`src/rtl/dma_pkg.sv`:
```
// dma_pkg: shared state encoding and register offsets for the HDMA engine
package dma_pkg;

    typedef enum logic [1:0] {IDLE, RD, WR, WAIT_HB} state_t;

    localparam logic [2:0] SRC_HI = 3'd0;
    localparam logic [2:0] SRC_LO = 3'd1;
    localparam logic [2:0] DST_HI = 3'd2;
    localparam logic [2:0] DST_LO = 3'd3;
    localparam logic [2:0] CTRL   = 3'd4;

    function automatic logic [15:0] put_byte(input logic [15:0] v, input logic hi, input logic [7:0] b);
        return hi ? {b, v[7:0]} : {v[15:8], b};
    endfunction

endpackage

```
`src/rtl/hdma_engine.sv`:
```
// hdma_engine: block copy engine with general and per-hblank transfer modes
module hdma_engine
    import dma_pkg::*;
#(
    parameter int ADDR_W    = 16,
    parameter int BLK_BYTES = 16,
    parameter int CNT_W     = 7
) (
    input  logic              clk,
    input  logic              rst,
    input  logic              ce,
    input  logic              cfg_we,
    input  logic [2:0]        cfg_addr,
    input  logic [7:0]        cfg_wdata,
    output logic [7:0]        cfg_rdata,
    input  logic              hblank_pulse,
    output logic              mst_req,
    output logic [ADDR_W-1:0] mst_addr,
    input  logic [7:0]        mst_rdata,
    output logic [7:0]        mst_wdata,
    output logic              mst_write,
    output logic              done_irq
);

    localparam int OFF_W = $clog2(BLK_BYTES);
    localparam logic [ADDR_W-1:0] AMASK = ~ADDR_W'(BLK_BYTES - 1);

    state_t state, state_nx;
    logic [ADDR_W-1:0] src, dst;
    logic [CNT_W-1:0] cnt;
    logic [OFF_W-1:0] boff;
    logic hb_mode, hb_pend, cancel_pend;
    logic ctrl_wr, start, cancel_wr, last_step, cnt_zero, busy;
    logic [15:0] src_new, dst_new;

    assign ctrl_wr   = cfg_we && cfg_addr == CTRL;
    assign start     = ctrl_wr && state == IDLE;
    assign busy      = state == RD || state == WR;
    assign cancel_wr = ctrl_wr && !cfg_wdata[7] && hb_mode && state != IDLE;
    assign last_step = state == WR && ce && &boff;
    assign cnt_zero  = cnt == '0;
    assign src_new   = put_byte(16'(src), cfg_addr == SRC_HI, cfg_wdata);
    assign dst_new   = put_byte(16'(dst), cfg_addr == DST_HI, cfg_wdata);

    // state register
    always_ff @(posedge clk or posedge rst) begin
        if (rst) state <= IDLE;
        else     state <= state_nx;
    end

    // next state: starts and WAIT_HB cancels act on the write strobe, stepping waits for ce
    always_comb begin
        state_nx = state;
        unique case (state)
            IDLE:    if (ctrl_wr) state_nx = cfg_wdata[7] ? WAIT_HB : RD;
            WAIT_HB: state_nx = cancel_wr ? IDLE : (ce && hb_pend) ? RD : WAIT_HB;
            RD:      if (ce) state_nx = WR;
            WR:      if (ce) state_nx = !(&boff) ? RD :
                                        (cnt_zero || cancel_pend || cancel_wr) ? IDLE :
                                        hb_mode ? WAIT_HB : RD;
            default: state_nx = IDLE;
        endcase
    end

    // bus and register-read outputs decoded from the current state
    always_comb begin
        mst_req   = busy;
        mst_write = state == WR;
        mst_addr  = state == RD ? src : state == WR ? dst : '0;
        cfg_rdata = cfg_addr == CTRL ? {state == IDLE, 7'(cnt)} : 8'hFF;
    end

    // address/count registers, data latch, hblank pending flag and completion pulse
    always_ff @(posedge clk or posedge rst) begin
        if (rst) begin
            src         <= '0;
            dst         <= '0;
            cnt         <= '1;
            boff        <= '0;
            hb_mode     <= 1'b0;
            hb_pend     <= 1'b0;
            cancel_pend <= 1'b0;
            mst_wdata   <= 8'h00;
            done_irq    <= 1'b0;
        end else begin
            done_irq    <= last_step && cnt_zero;
            hb_pend     <= state == WAIT_HB && (hb_pend ? !ce : hblank_pulse);
            cancel_pend <= busy && (cancel_pend || cancel_wr);
            if (state == IDLE && cfg_we && (cfg_addr == SRC_HI || cfg_addr == SRC_LO))
                src <= ADDR_W'(src_new) & AMASK;
            if (state == IDLE && cfg_we && (cfg_addr == DST_HI || cfg_addr == DST_LO))
                dst <= ADDR_W'(dst_new) & AMASK;
            if (start) begin
                cnt     <= cfg_wdata[CNT_W-1:0];
                hb_mode <= cfg_wdata[7];
                boff    <= '0;
            end
            if (ce && state == RD)
                mst_wdata <= mst_rdata;
            if (ce && state == WR) begin
                src  <= src + 1'b1;
                dst  <= dst + 1'b1;
                boff <= boff + 1'b1;
                if (&boff) cnt <= cnt - 1'b1;
            end
        end
    end

endmodule
```
`config.mk`:
```
export PLATFORM = sky130hd
export DESIGN_NAME = hdma_engine
export DESIGN_NICKNAME = d
export VERILOG_FILES = /design/src/rtl/dma_pkg.sv /design/src/rtl/hdma_engine.sv
export SDC_FILE = /design/constraint.sdc
export NUM_CORES = 1
export LEC_CHECK = 0
export ABC_AREA = 1
export CAP_MARGIN = 40
export CELL_PAD_IN_SITES_DETAIL_PLACEMENT = 0
export CELL_PAD_IN_SITES_GLOBAL_PLACEMENT = 1
export CORE_MARGIN = 1
export CORE_UTILIZATION = 39
export CTS_CLUSTER_DIAMETER = 150
export DETAILED_ROUTE_END_ITERATION = 6
export GPL_TIMING_DRIVEN = 0
export PLACE_DENSITY_LB_ADDON = 0.2
export RECOVER_POWER = 100
export SLEW_MARGIN = 5
export SYNTH_ARGS = -nofsm -noshare
export SYNTH_HDL_FRONTEND = slang
export SYNTH_SLANG_ARGS = --single-unit
```
`constraint.sdc`:
```
create_clock -name clk -period 2.1 [get_ports clk]
set_input_delay 0.315 -clock clk [delete_from_list [all_inputs] [get_ports clk]]
set_output_delay 0.315 -clock clk [all_outputs]
set_load 0.1 [all_outputs]
```
# Word-level counts from Yosys, hierarchy flattened
# Cells that the tools add are included.
# word_totals
regBits	57
inputBits	24
wordCells	93
# op_classes
add_sub_neg	4
n_eq_ne	12
n_mux	25
reduce_logical	38
# ops
op	count
16-bit two-way mux	8
16-bit by 1-bit adder with 16-bit output (second input constant)	2
7-bit two-way mux	3
2-bit two-way mux	9
1-bit logical AND	15
2-bit nonzero test	6
2-bit inequality test (second input constant)	5
4-bit two-way mux	2
8-bit two-way mux	1
2-bit case mux with 4 select lines	1
2-bit AND reduction	4
7-bit logical NOT	1
7-bit by 1-bit subtractor with 7-bit output (second input constant)	1
3-bit by 2-bit equality test with 1-bit output (second input constant)	2
1-bit logical OR	6
4-bit by 1-bit adder with 4-bit output (second input constant)	1
2-bit equality test (second input constant)	2
4-bit AND reduction	1
3-bit by 1-bit equality test with 1-bit output (second input constant)	1
3-bit equality test (second input constant)	1
3-bit logical NOT	1
3-bit AND reduction	1
2-bit by 1-bit equality test with 1-bit output (second input constant)	1
1-bit logical NOT	2
2 further kinds	2

# Depth between registers and ports, before layout
# Gate-level depths: netlist of the first run.
# depth
depth_word	10
mapped_depth	11
mapped_depth_nobuf	11

# Least setup slack after synthesis of the first run
# OpenSTA, ideal clock, no wires.
# synth_timing
path_type	register -> output
startpoint	register state[1]
endpoint	output mst_addr[0]
t_arrival_ns	3.072
setup_slack_ns	-1.287
path_stages_with_launch	6
n_path_buf	1
cell_sequence	dfrtp_1 inv_1 ha_1 inv_1 clkbuf_1 o21ai_0
# synth_via
elab_chain_len	3
# synth_lines
element	line_no	source
start: declaration	hdma_engine.sv:28	state_t state, state_nx;
start signal: assignment	hdma_engine.sv:48	else state <= state_nx;
2-bit equality test	hdma_engine.sv:69	mst_addr = state == RD ? src : state == WR ? dst : '0;
16-bit two-way mux	hdma_engine.sv:69	
16-bit two-way mux (*)	hdma_engine.sv:69	
end: declaration	hdma_engine.sv:18	output logic [ADDR_W-1:0] mst_addr,
# Mark *: on every way between the ends. The rest lies on a longest branch, timed or not.

# Worst setup path after layout of the first run
# layout_timing
startpoint	register state[1]
endpoint	output mst_addr[1]
# The elaborated chain is that of the path after synthesis.

==> reports/qor.csv, run 1 <==
stage,metric,value,unit
synthesis,synthMuxAreaShare,2.32,%
floorplanning,dieArea,10400,um2
setup_path,slowest_delay,0.44,ns
sta,hold_viol,0,
drt,drc_errors,0,
synthesis,ys_types,39,
drt,via_count,4037,
clock_network,cts-root-buf,clkbuf_8,
drt,wl_met1,5640,um
clock_network,cts_buffer_depth,2,
setup_path,crit_chain,inv_2 > ha_4 > inv_8 > clkbuf_16 > buf_12 > o21ai_2 > buf_12,
worst_hold_path,hold_path_depth,1,
synthesis,ys_ff_latch,57,
clock_network,cts_tree,yes,
sta,whs,0.500,ns
drt,ant_nets,0,
synthesis,synth_xor_area_share,0.677,%
clock_network,cts_inserted_buffers,9,
setup_path,cp_num_cells,7,
synthesis,syn_inst,549,
setup_path,reg2reg_setup_slack,0.13,ns
drt,viasPerCell,5.16,
floorplanning,num_io_pins,59,
power,p_leak,0.00261,uW
setup_path,crit_family,buffers and inverters,
synthesis,synth_compound_area_share,16.2,%
synthesis,ys_top_cells_by_area,"dfrtp_1 32%, nand2_1 13%, a21oi_1 6.4%",
synthesis,synth_top_area_share,32.2,%
placement,io_buffer_count,58,
global_routing,grt_pass1_vias,3862,
global_routing,antenna_found_initial,0,
drt,dr_wl_met3,717,um
setup_path,start_kind,flip-flop,
setup_path,end_kind,output pin,
floorplanning,coreArea,9730,um2
synthesis,synth_common_cells,"133 x nand2_1, 61 x inv_1, 55 x nor2_1",
synthesis,synth-edff-count,0,
setup_path,worst_ep_arrival_time,1.80,ns
setup_path,rr_worst_depth,13,
synthesis,yosys.area.top_type,dfrtp_1,
clock_network,cts_num_sinks,57,
sta,fin_crit,2.12,ns
synthesis,yosysMostFrequentCell,nand2_1,
sta,finalSetupTns,-0.0161,ns
worst_hold_path,hold_class,flip-flop to flip-flop,
status,status,finished with violations,
placement,pre_cts_slack,-0.802,ns
placement,gp_congestion,0.869,
sta,worst_slew_pin_slew,0.914,ns
synthesis,yosysWarnings,0,
synthesis,synthAdderAreaFrac,3.22,%
synthesis,synth_top_family_by_area,simple AND/OR/NAND/NOR gates,
clock_network,ctsHoldBuffers,0,
synthesis,ys_async_sr_fraction,100,%
sta,finClkSkew,0.00971,ns
drt,routed_wl,12600,um
setup_path,path_buf_inv,5,
sta,rsz0062_at_grt,true,
clock_network,cts-htree-levels,3,
synthesis,yosysSeqAreaShare,37.0,%
setup_path,worst_path_max_delay_cell,dfrtp_2,
drt,wl_met2,5950,um
flow_run,maxCapViolCount,0,
sta,clock.fmax,0.473,GHz
global_routing,grt_pass1_wl,19600,um
synthesis,synth_nets,583,
floorplanning,num_rows,36,
synthesis,synth-main-ff-cell,dfrtp_1,
final_layout,fin_nets,678,
setup_path,path_class,flip-flop to output pin,
status,violations,negative setup slack,
placement,hpwlAfterDp,9100,um
floorplanning,start_util,39.9,%
power,vdd_drop_max,1.45,mV
power,power,10100,uW
placement,dp.cells,776,
drt,first_iter_violations,203,
synthesis,synthSimpleGateAreaFrac,32.4,%
drt,top_layer,met4,
clock_network,clk_latency,0.34,ns
clock_network,clk_pin_slew,0.07,ns
floorplanning,die_height,102,um
drt,first_pass_iters,5,
drt,routedWlPerCell,16.2,um
sta,worst_slack,-0.0161,ns
final_layout,area_delta_synth_final,49.0,%
global_routing,overflow,0,
global_routing,grt_use_total,25.1,%
sta,slew_viol_final,0,
final_layout,fin_cells,782,
power,powerDensity,1750,nW/um2
sta,slew_headroom,39.0,%
setup_path,critPathMaxFanout,8,
synthesis,synthesis.area,3880,um2
sta,setup-violations-final,1,
synthesis,avgSynthCellArea,7.07,um2
setup_path,required,1.78,ns
floorplanning,die_x,102,um
final_layout,diodes,0,
final_layout,drive_above_1_share,25.1,%
global_routing,grt_max_degree,36,
sta,finalCritPeriodShare,101,%
setup_path,crit_path_frequent_cell,buf_12,
-- through the flow --
step	util (%)	instance area (um2)
2_1_floorplan	-	3960
3_3_place_gp	48.4	4710
3_5_place_dp	54.2	5270
4_1_cts	56.2	5470
5_1_grt	59.5	5790
6_report	59.5	5790
-- final cells by class --
class	instances	area [um2]
plain buffers	11	140
multi-input cells	414	2390
fillers	867	3940
clock inverters	5	55.1
repair buffers	84	1190
clock buffers	11	141
flip-flops and latches	57	1440
inverters	67	265
well taps	133	166
-- placed cells by master, fill, tap and decap left out, drive strengths merged --
cell	Yosys	routed
nand2	146	146
nor2	68	68
inv	66	66
o21ai	57	57
buf	7	55
a21oi	52	52
dfrtp	50	50
nand3	49	49
clkdlybuf4s50	0	29
clkbuf	4	18
ha	10	10
mux2	8	8
nand4	8	8
dfstp	7	7
a31oi	3	3
clkinv	1	3
o22ai	2	2
xor2	2	2
nor3	2	2
clkinvlp	0	2
dlygate4sd2	0	2
o31ai	1	1
and2	1	1
xnor2	1	1
or2	1	1
o21a	1	1
a22o	1	1
a22oi	1	1
bufinv	0	1
dlygate4sd3	0	1
dlymetal6s2s	0	1
-- flip-flops by register name, indices dropped and copies added, names as in the netlist, 2 cells and up --
signal / count
dst: 16
state: 2
cnt: 7
mst_wdata: 8
boff: 4
src: 16
-- metal layers --
metal | vias up | track usage, %
met2 | 148 | 42.3
met3 | 29 | 3.93
li1 | 1988 | -
met4 | 0 | 10.3
met5 | - | 0
met1 | 1872 | 32.0
-- worst reg2reg max path: stages (launching register included) --
cell     delay [ns]
dfrtp_1        0.41
buf_6          0.13
inv_4          0.05
buf_4          0.11
ha_1           0.19
nand2_2        0.15
inv_1          0.10
nand2_2        0.08
nand2_4        0.12
nand2_4        0.10
inv_2          0.18
nand3_1        0.13
nand2_1        0.07
nand2_1        0.04
-- cells by family after synthesis --
logic type,count (synthesis)
and+or+nand+nor,275
DFF,57
xor gates and xnor gates,3
muxes,8
AOI/OAI and AO/OA,118
buffers and inverters,78
adders and majority gates,10
-- power breakdown --
part | leakage (uW) | total (uW) | switching [uW] | internal (uW)
clock network | 0.0000953 | 1070 | 489 | 577
logic | 0.00183 | 6770 | 4230 | 2540
registers | 0.000688 | 2270 | 618 | 1650
-- worst paths after layout --
kind                                  start           to
worst max-delay path               state[1]  mst_addr[1]
worst min-delay path            cancel_pend  cancel_pend
worst max register to register     state[0]      dst[14]
worst min register to register  cancel_pend  cancel_pend
max in group asynchronous               rst       cnt[6]
min in group asynchronous               rst      src[13]
-- repair_timing --
item	in CTS	in global routing
gates cloned	0	3
buffers inserted	4	9
pin swaps	0	5
setup endpoints to repair	26	17
hold endpoints to repair	0	0
resized for setup	53	34
Note: power is estimated with default switching activity, not from simulation.
==> inputs of run 2 (changes only) <==
--- a/config.mk
+++ b/config.mk
@@ -12,6 +12,7 @@
 export CORE_MARGIN = 1
 export CORE_UTILIZATION = 39
 export CTS_CLUSTER_DIAMETER = 150
+export CTS_CLUSTER_SIZE = 20
 export DETAILED_ROUTE_END_ITERATION = 6
 export GPL_TIMING_DRIVEN = 0
 export PLACE_DENSITY_LB_ADDON = 0.2
==> results of run 2 <==
The final DEF is identical to that of run 1; final timing and power are the same.
==> inputs of run 3 (changes only) <==
--- a/config.mk
+++ b/config.mk
@@ -14,6 +14,7 @@
 export CTS_CLUSTER_DIAMETER = 150
 export CTS_CLUSTER_SIZE = 20
 export DETAILED_ROUTE_END_ITERATION = 6
+export GPL_ROUTABILITY_DRIVEN = 0
 export GPL_TIMING_DRIVEN = 0
 export PLACE_DENSITY_LB_ADDON = 0.2
 export RECOVER_POWER = 100
==> results of run 3 <==
The final DEF is identical to that of run 1; final timing and power are the same.
